## config.mk

```make
export PLATFORM = sky130hd
export DESIGN_NAME = conv_1x1_layer_sched
export DESIGN_NICKNAME = d
export VERILOG_FILES = /design/src/rtl/conv_1x1_layer_sched.sv
export SDC_FILE = /design/constraint.sdc
export NUM_CORES = 1
export LEC_CHECK = 0
export BUFFER_PORTS_ARGS = -buffer_cell sky130_fd_sc_hd__buf_2
export CAP_MARGIN = 10
export CORE_MARGIN = 4
export CORE_UTILIZATION = 30
export CTS_CLUSTER_DIAMETER = 80
export DETAILED_ROUTE_END_ITERATION = 12
export SYNTH_ARGS = -nofsm -noshare
export SYNTH_HDL_FRONTEND = slang
export SYNTH_SLANG_ARGS = --single-unit
```

## constraint.sdc

```tcl
create_clock -name clk -period 2.8 [get_ports clk]
set_clock_uncertainty 0.15 [all_clocks]
set_input_delay 0.56 -clock clk [delete_from_list [all_inputs] [get_ports clk]]
set_output_delay 0.56 -clock clk [all_outputs]
set_load 0.01 [all_outputs]
```

## src/rtl/conv_1x1_layer_sched.sv

```systemverilog
// Schedules one 1x1 convolution layer: per output channel, loads CIN weights then
// streams the feature map channel-interleaved, and counts results to detect completion.
module conv_1x1_layer_sched #(
   parameter int DATA_WIDTH      = 32,
   parameter int IMAGE_WIDTH     = 16,
   parameter int IMAGE_HEIGHT    = 16,
   parameter int CHANNEL_NUM_IN  = 256,
   parameter int CHANNEL_NUM_OUT = 512,
   parameter int WADDR_WIDTH     = 17,
   parameter int PADDR_WIDTH     = 16
) (
   input  logic                   clk,
   input  logic                   reset,
   input  logic                   start,
   output logic                   w_rd_en,
   output logic [WADDR_WIDTH-1:0] w_rd_addr,
   input  logic [DATA_WIDTH-1:0]  w_rd_data,
   output logic                   p_rd_en,
   output logic [PADDR_WIDTH-1:0] p_rd_addr,
   input  logic [DATA_WIDTH-1:0]  p_rd_data,
   output logic                   valid_weight_out,
   output logic [DATA_WIDTH-1:0]  weight_out,
   output logic                   valid_pxl_out,
   output logic [DATA_WIDTH-1:0]  pxl_out,
   input  logic                   result_valid,
   output logic                   busy,
   output logic                   done,
   output logic                   err
);

   localparam int IMAGE_SIZE = IMAGE_WIDTH * IMAGE_HEIGHT;
   localparam int TOTAL      = IMAGE_SIZE * CHANNEL_NUM_OUT;
   localparam int CI_W       = (CHANNEL_NUM_IN  > 1) ? $clog2(CHANNEL_NUM_IN)  : 1;
   localparam int PX_W       = (IMAGE_SIZE      > 1) ? $clog2(IMAGE_SIZE)      : 1;
   localparam int OC_W       = (CHANNEL_NUM_OUT > 1) ? $clog2(CHANNEL_NUM_OUT) : 1;
   localparam int CNT_W      = $clog2(TOTAL + 1);

   localparam logic [2:0] IDLE   = 3'd0;
   localparam logic [2:0] LOAD_W = 3'd1;
   localparam logic [2:0] STREAM = 3'd2;
   localparam logic [2:0] DRAIN  = 3'd3;
   localparam logic [2:0] DONE   = 3'd4;

   logic [2:0]       state_reg;
   logic [OC_W-1:0]  oc_reg;
   logic [CI_W-1:0]  ci_reg;
   logic [PX_W-1:0]  px_reg;
   logic [CNT_W-1:0] cnt_reg;
   logic             err_reg;
   logic             vw_reg;
   logic             vp_reg;

   logic last_ci;
   logic last_px;
   logic last_oc;
   logic cnt_full;

   assign last_ci  = (ci_reg == CI_W'(CHANNEL_NUM_IN - 1));
   assign last_px  = (px_reg == PX_W'(IMAGE_SIZE - 1));
   assign last_oc  = (oc_reg == OC_W'(CHANNEL_NUM_OUT - 1));
   assign cnt_full = (cnt_reg == CNT_W'(TOTAL));

   assign w_rd_en   = (state_reg == LOAD_W);
   assign p_rd_en   = (state_reg == STREAM);
   assign w_rd_addr = w_rd_en ? (WADDR_WIDTH'(oc_reg) * WADDR_WIDTH'(CHANNEL_NUM_IN)
                                 + WADDR_WIDTH'(ci_reg)) : '0;
   assign p_rd_addr = p_rd_en ? (PADDR_WIDTH'(ci_reg) * PADDR_WIDTH'(IMAGE_SIZE)
                                 + PADDR_WIDTH'(px_reg)) : '0;

   assign busy = (state_reg == LOAD_W) || (state_reg == STREAM) || (state_reg == DRAIN);
   assign done = (state_reg == DONE);
   assign err  = err_reg;

   // Memory data is only forwarded alongside its valid so idle outputs stay at zero.
   assign valid_weight_out = vw_reg;
   assign valid_pxl_out    = vp_reg;
   assign weight_out       = vw_reg ? w_rd_data : '0;
   assign pxl_out          = vp_reg ? p_rd_data : '0;

   always_ff @(posedge clk) begin
      if (!reset) begin
         state_reg <= IDLE;
         oc_reg    <= '0;
         ci_reg    <= '0;
         px_reg    <= '0;
         cnt_reg   <= '0;
         err_reg   <= 1'b0;
         vw_reg    <= 1'b0;
         vp_reg    <= 1'b0;
      end else begin
         vw_reg <= w_rd_en;
         vp_reg <= p_rd_en;
         if (result_valid && busy && !cnt_full)
            cnt_reg <= cnt_reg + 1'b1;
         if (result_valid && ((state_reg == IDLE) || (state_reg == DONE)))
            err_reg <= 1'b1;
         case (state_reg)
            IDLE: begin
               if (start) begin
                  state_reg <= LOAD_W;
                  oc_reg    <= '0;
                  ci_reg    <= '0;
                  px_reg    <= '0;
                  cnt_reg   <= '0;
               end
            end
            LOAD_W: begin
               if (last_ci) begin
                  ci_reg    <= '0;
                  state_reg <= STREAM;
               end else begin
                  ci_reg <= ci_reg + 1'b1;
               end
            end
            STREAM: begin
               // Channel is the inner loop so each pixel's CIN inputs arrive together.
               if (last_ci) begin
                  ci_reg <= '0;
                  if (last_px) begin
                     px_reg <= '0;
                     if (last_oc) begin
                        state_reg <= DRAIN;
                     end else begin
                        oc_reg    <= oc_reg + 1'b1;
                        state_reg <= LOAD_W;
                     end
                  end else begin
                     px_reg <= px_reg + 1'b1;
                  end
               end else begin
                  ci_reg <= ci_reg + 1'b1;
               end
            end
            DRAIN: begin
               if (cnt_full)
                  state_reg <= DONE;
            end
            DONE: begin
               state_reg <= IDLE;
            end
            default: begin
               state_reg <= IDLE;
            end
         endcase
      end
   end

endmodule

```

==> results.cfg, run 1 <==
[logic_synthesis]
yosysSeqAreaShare = 0.306
synthCells = 399
synth_cell_types = 58
async_reset_ff_frac = 0
synth_flop_cell = dfxtp_1
synth_top_area_frac = 0.306
netlist_area_um2 = 3210
synth_nets = 473
synth_common_cells = 98 x and2_1, 49 x dfxtp_1, 36 x nor2_1
ys_ff_latch = 49
synth.most_common_cell = and2_1
synth_simple_gate_area_frac = 0.431
synth.area.top_cells = dfxtp_1 31%, and2_1 19%, xnor2_1 5.7%
synth_top_area_cell = dfxtp_1
avgSynthCellArea_um2 = 8.04
synth_compound_area_frac = 0.109
ys_warn_count = 0
synth-edff-count = 0
synth-xor-area-share = 0.0764
synth-adder-area-share = 0.0234
muxShareOfSynthArea = 0
synth_top_family_by_area = simple AND/OR/NAND/NOR gates

[setup_path]
crit_arrival_ns = 2.54
max_stage_delay_ns = 0.46
ff2ff_path_depth = 9
r2r_end = oc_reg[8]$_SDFFE_PN0P_
critPathLaunch = oc_reg[2]$_SDFFE_PN0P_
r2r-start = oc_reg[2]$_SDFFE_PN0P_
endpoint = oc_reg[8]$_SDFFE_PN0P_
startpoint_type = flip-flop
path_cells = nand4_1 > or2_2 > nor2_1 > ha_1 > nand2_1 > o211ai_1 > nor3_1 > a22oi_1 > o21ai_1
criticalPathCategory = flip-flop to flip-flop
critPathMaxFanout = 11
critPathCaptureType = flip-flop
slowest_stage = dfxtp_1
critPathRequiredTime_ns = 2.85
r2r_setup_slack_ns = 0.31

[sta]
tightest_slew_ns = 0.981
drv_slew = 0
setup_viol = 0
rsz0062_at_grt = no
setup_ws_ns = 0.311
slew_headroom = 0.343
fmax_mhz = 402
hold_viol = 0
period_share = 0.889
finalCriticalPeriod_ns = 2.49
tns_ns = 0

[place]
gp_congestion = 0.912
dpl.hpwl_um = 7580
portBuffers = 171
dp_slack_ns = 0.334

[die]
die_h_um = 111
coreArea_um2 = 10400
initial_core_util = 0.309
num_rows = 37
die_w_um = 111
die_area_um2 = 12400
pin_count = 172

[detailed_routing]
first_pass_iters = 4
num_vias = 3281
wl_per_cell_um = 13.8
drt_iter0_drc = 147
via_per_inst = 4.71
drc = 0
drt_wl_total_um = 9600
ant_nets = 0

[cells_and_area]
area_growth_pct = 32.8
drive_gt1_frac = 0.367
antennaDiodeCount = 0
post-route-util = 0.411
nets = 634
largest_reg_flops = 18
nFillCells = 1051

[clock_network]
holdBufCountCts = 0
cts_made_buffers = 5
path_clk_slew_ns = 0.10
cts_resized = 0
cts_sinks = 49
cts-root-buf = clkbuf_8
htreeDepth = 2
cts_setup_buffers = 0
clk_latency_ns = 0.31
cts_tree = done
clk_path_buf_depth = 2

[global_route]
grt_overflow = 0
grt_pass1_vias = 3003
grt_max_degree = 34
grt_usage = 0.147
antenna_found_initial = 0
grt_pass1_wl_um = 15300

[outcome]
status = complete, no violations

[flow_run]
max_cap_violations = 0

[pwr]
vdd_drop_max_mv = 0.312
power_density_nw_per_um2 = 520
p_leak_nw = 1.97

[min_path]
holdCritPathClass = flip-flop to flip-flop
[area by class of cell]
| cell class | instances | area, µm² | area share |
|---|---|---|---|
| inverter | 14 | 57.6 | 0.0135 |
| clock buffer | 7 | 86.3 | 0.0203 |
| clock inverter | 1 | 30.0 | 0.00705 |
| timing repair buffer | 174 | 878 | 0.206 |
| multi-input combinational | 316 | 2060 | 0.483 |
| sequential | 49 | 981 | 0.230 |
| tap | 136 | 170 | 0.0400 |
[layout by cell type (no fill, tap or decap), types with 3 or more instances in the layout]
master,count
xor2_1,7
o21ai_0,8
dfxtp_1,49
a22oi_1,3
xnor2_1,21
nand4_1,9
clkbuf_8,6
and4_1,5
o211ai_1,3
nor2_1,36
a21oi_1,12
nor3_1,9
nand2_1,22
ha_1,6
inv_1,13
and2_2,3
and2_1,98
nor2b_1,5
nand3_1,16
buf_2,171
buf_4,3
a2111oi_2,4
a211oi_1,4
or3_1,5
[worst min path at each step]
stage,cells past startpoint,start,slack [ns],end
floorplan,2,px_reg[1]$_SDFFE_PN0P_,0.31,px_reg[1]$_SDFFE_PN0P_
global placement,2,px_reg[1]$_SDFFE_PN0P_,0.32,px_reg[1]$_SDFFE_PN0P_
detailed placement,2,err$_SDFFE_PN0P_,0.33,err$_SDFFE_PN0P_
CTS,2,px_reg[1]$_SDFFE_PN0P_,0.35,px_reg[1]$_SDFFE_PN0P_
global route,2,px_reg[1]$_SDFFE_PN0P_,0.38,px_reg[1]$_SDFFE_PN0P_
finish,2,cnt_reg[1]$_SDFF_PN0_,0.35,cnt_reg[1]$_SDFF_PN0_
[critical path: cells and delay by family (launching register included)]
family                   cells  cell delay (ns)
AND/OR/NAND/NOR              5             0.88
AO/OA/AOI/OAI                3             0.74
adder cells (fa/ha/maj)      1             0.18
flip-flops                   1             0.46
[report_power, final]
part           internal, W  leakage, nW  switching (W)  total, W
Clock             0.000292       0.0585       0.000241  0.000533
Combinational     0.000344         1.52       0.000544  0.000888
Sequential        0.000734        0.396      0.0000617  0.000796
Total              0.00137         1.97       0.000847   0.00222
[logic make-up (layout without fill, tap and decap cells)]
| logic type | after synthesis | in the layout |
|---|---|---|
| and+or+nand+nor | 234 | 234 |
| DFF | 49 | 49 |
| AOI/OAI and AO/OA | 48 | 48 |
| buffers and inverters | 34 | 196 |
| xor gates and xnor gates | 28 | 28 |
| adders and majority gates | 6 | 6 |
[routing by layer]
metal	wire length, µm	up-vias	part of all wire	GRT usage
met5	0	-	0	0
met4	108	0	0.011	0.0276
met3	573	8	0.060	0.0359
li1	-	1674	-	-
met2	4900	99	0.51	0.267
met1	4020	1500	0.42	0.178
[per-stage QoR]
| stage | power [W] | instances | cell area (µm²) | hold WS, ns |
|---|---|---|---|---|
| after floorplan | 0.00141 | 399 | 3210 | 0.306 |
| after detailed placement | 0.00171 | 689 | 4140 | 0.333 |
| after global placement | 0.00170 | 689 | 4140 | 0.324 |
| after global routing | 0.00238 | 697 | 4260 | 0.382 |
| final | 0.00222 | 697 | 4260 | 0.349 |
| after CTS | 0.00224 | 697 | 4260 | 0.351 |
(Power assumes the default switching activity.)
==> run 2: changes to the inputs <==
- CORE_UTILIZATION: 30 -> 46
- CTS_CLUSTER_SIZE: unset -> 28
- PLACE_DENSITY: unset -> 0.82
==> run 2 against run 1 <==
Compared with the run above: clock power grew 11%; worst hold slack lost 0.0053 ns; register-to-register slack lost 0.02 ns; final cell count shrank 5.7%; count of clock-buffer cells in the layout shrank 2; global-route usage grew 7.9 points; worst setup slack lost 0.080 ns; non-clock buffer count is the same; largest cell class unchanged; sequential share of layout area grew 0.18 points; routed wire length grew 2.1%; utilization grew 21 points.
==> results.cfg, run 2 (synthesized netlist as in run 1, its figures left out) <==
[outcome]
status = complete, no violations

[sta]
tightest_slew_ns = 0.922
hold_viol = 0
whs_ns = 0.344
tns_ns = 0
rsz0062_at_grt = no
slew_headroom = 0.383
fmax_mhz = 389
finalCriticalPeriod_ns = 2.57
setup_ws_ns = 0.232
drv_slew = 0
setup_viol = 0
period_share = 0.917

[pwr]
power_density_nw_per_um2 = 541
p_leak_nw = 1.98
vdd_drop_max_mv = 0.279

[place]
portBuffers = 171
gp_congestion = 0.817
dpl.hpwl_um = 7710
dp_slack_ns = 0.353

[cells_and_area]
largest_reg_flops = 18
final_common_cell = buf_2
area.sequential_um2 = 981
multiInputGateArea_um2 = 2060
post-route-util = 0.622
drive_gt1_frac = 0.369
nets = 634
nFillCells = 591
area_growth_pct = 31.7
antennaDiodeCount = 0
most-common-layout-cells = 171 x buf_2, 98 x and2_1, 49 x dfxtp_1

[die]
die_area_um2 = 8370
initial_core_util = 0.472
die_w_um = 91.5
pin_count = 172
die_h_um = 91.5
num_rows = 30
coreArea_um2 = 6790

[global_route]
grt_pass1_vias = 3198
grt_max_degree = 34
grt_overflow = 0
grt_usage = 0.226
grt_pass1_wl_um = 15700
antenna_found_initial = 0

[detailed_routing]
first_pass_iters = 4
ant_nets = 0
num_vias = 3353
drt_iter0_drc = 120
wl_per_cell_um = 14.9
drt_wl_total_um = 9810
drc = 0
via_per_inst = 5.10

[clock_network]
cts-root-buf = clkbuf_8
path_clk_slew_ns = 0.09
htreeDepth = 2
cts_made_buffers = 5
cts_setup_buffers = 0
cts_tree = done
cts_sinks = 49
clk_latency_ns = 0.30
clk_path_buf_depth = 2

[setup_path]
startpoint_type = flip-flop
critPathRequiredTime_ns = 2.09
criticalPathCategory = flip-flop to primary output
critPathMaxFanout = 12
critPathCaptureType = primary output
crit_arrival_ns = 1.86

[min_path]
holdCritPathClass = flip-flop to flip-flop

[flow_run]
max_cap_violations = 0
==> run 2: repair_timing <==
item	CTS	global route
hold buffers	0	0
endpoints found under the hold margin	0	0
setup endpoints to repair	0	10
gates resized for setup	0	1
==> run 2: path summary, 6_finish.rpt <==
kind | from | to | slack (ns) | cells past startpoint
setup / recovery | state_reg[0]$_SDFFE_PN0P_ | w_rd_addr[12] | 0.23 | 5
hold / removal | cnt_reg[1]$_SDFF_PN0_ | cnt_reg[1]$_SDFF_PN0_ | 0.34 | 2
setup reg to reg | oc_reg[2]$_SDFFE_PN0P_ | oc_reg[8]$_SDFFE_PN0P_ | 0.29 | 9
hold reg to reg | cnt_reg[1]$_SDFF_PN0_ | cnt_reg[1]$_SDFF_PN0_ | 0.34 | 2
==> run 2: worst max-delay path, stage by stage, from the launching register on <==
cell	delay [ns]
dfxtp_1	0.56
nor2b_1	0.22
nor2b_2	0.31
buf_4	0.22
and2_1	0.13
buf_2	0.12
==> run 2: where the power goes <==
part | switching [W] | total [W] | internal [W]
Clock | 0.000238 | 0.000593 | 0.000355
Sequential | 0.0000809 | 0.000815 | 0.000734
Combinational | 0.000534 | 0.000879 | 0.000345
Total | 0.000853 | 0.00229 | 0.00143
==> run 2: per-layer routing <==
metal	vias to the layer above	track usage	share of wire
met1	1558	0.257	0.40
li1	1668	-	-
met3	10	0.0497	0.065
met4	0	0.0440	0.0081
met2	117	0.430	0.53
met5	-	0	0
==> run 2: layout make-up <==
type | instances | area share
clock buffer | 5 | 0.0163
clock inverter | 3 | 0.0154
inverter | 14 | 0.0136
multi-input combinational | 316 | 0.486
sequential | 49 | 0.232
tap | 96 | 0.0284
timing repair buffer | 174 | 0.208
==> run 2: through the flow <==
step                cells  area [µm²]  total power (W)
floorplan             399        3210          0.00141
detailed placement    649        4090          0.00169
CTS                   657        4220          0.00229
global route          657        4230          0.00243
global placement      649        4090          0.00167
finish                657        4230          0.00229
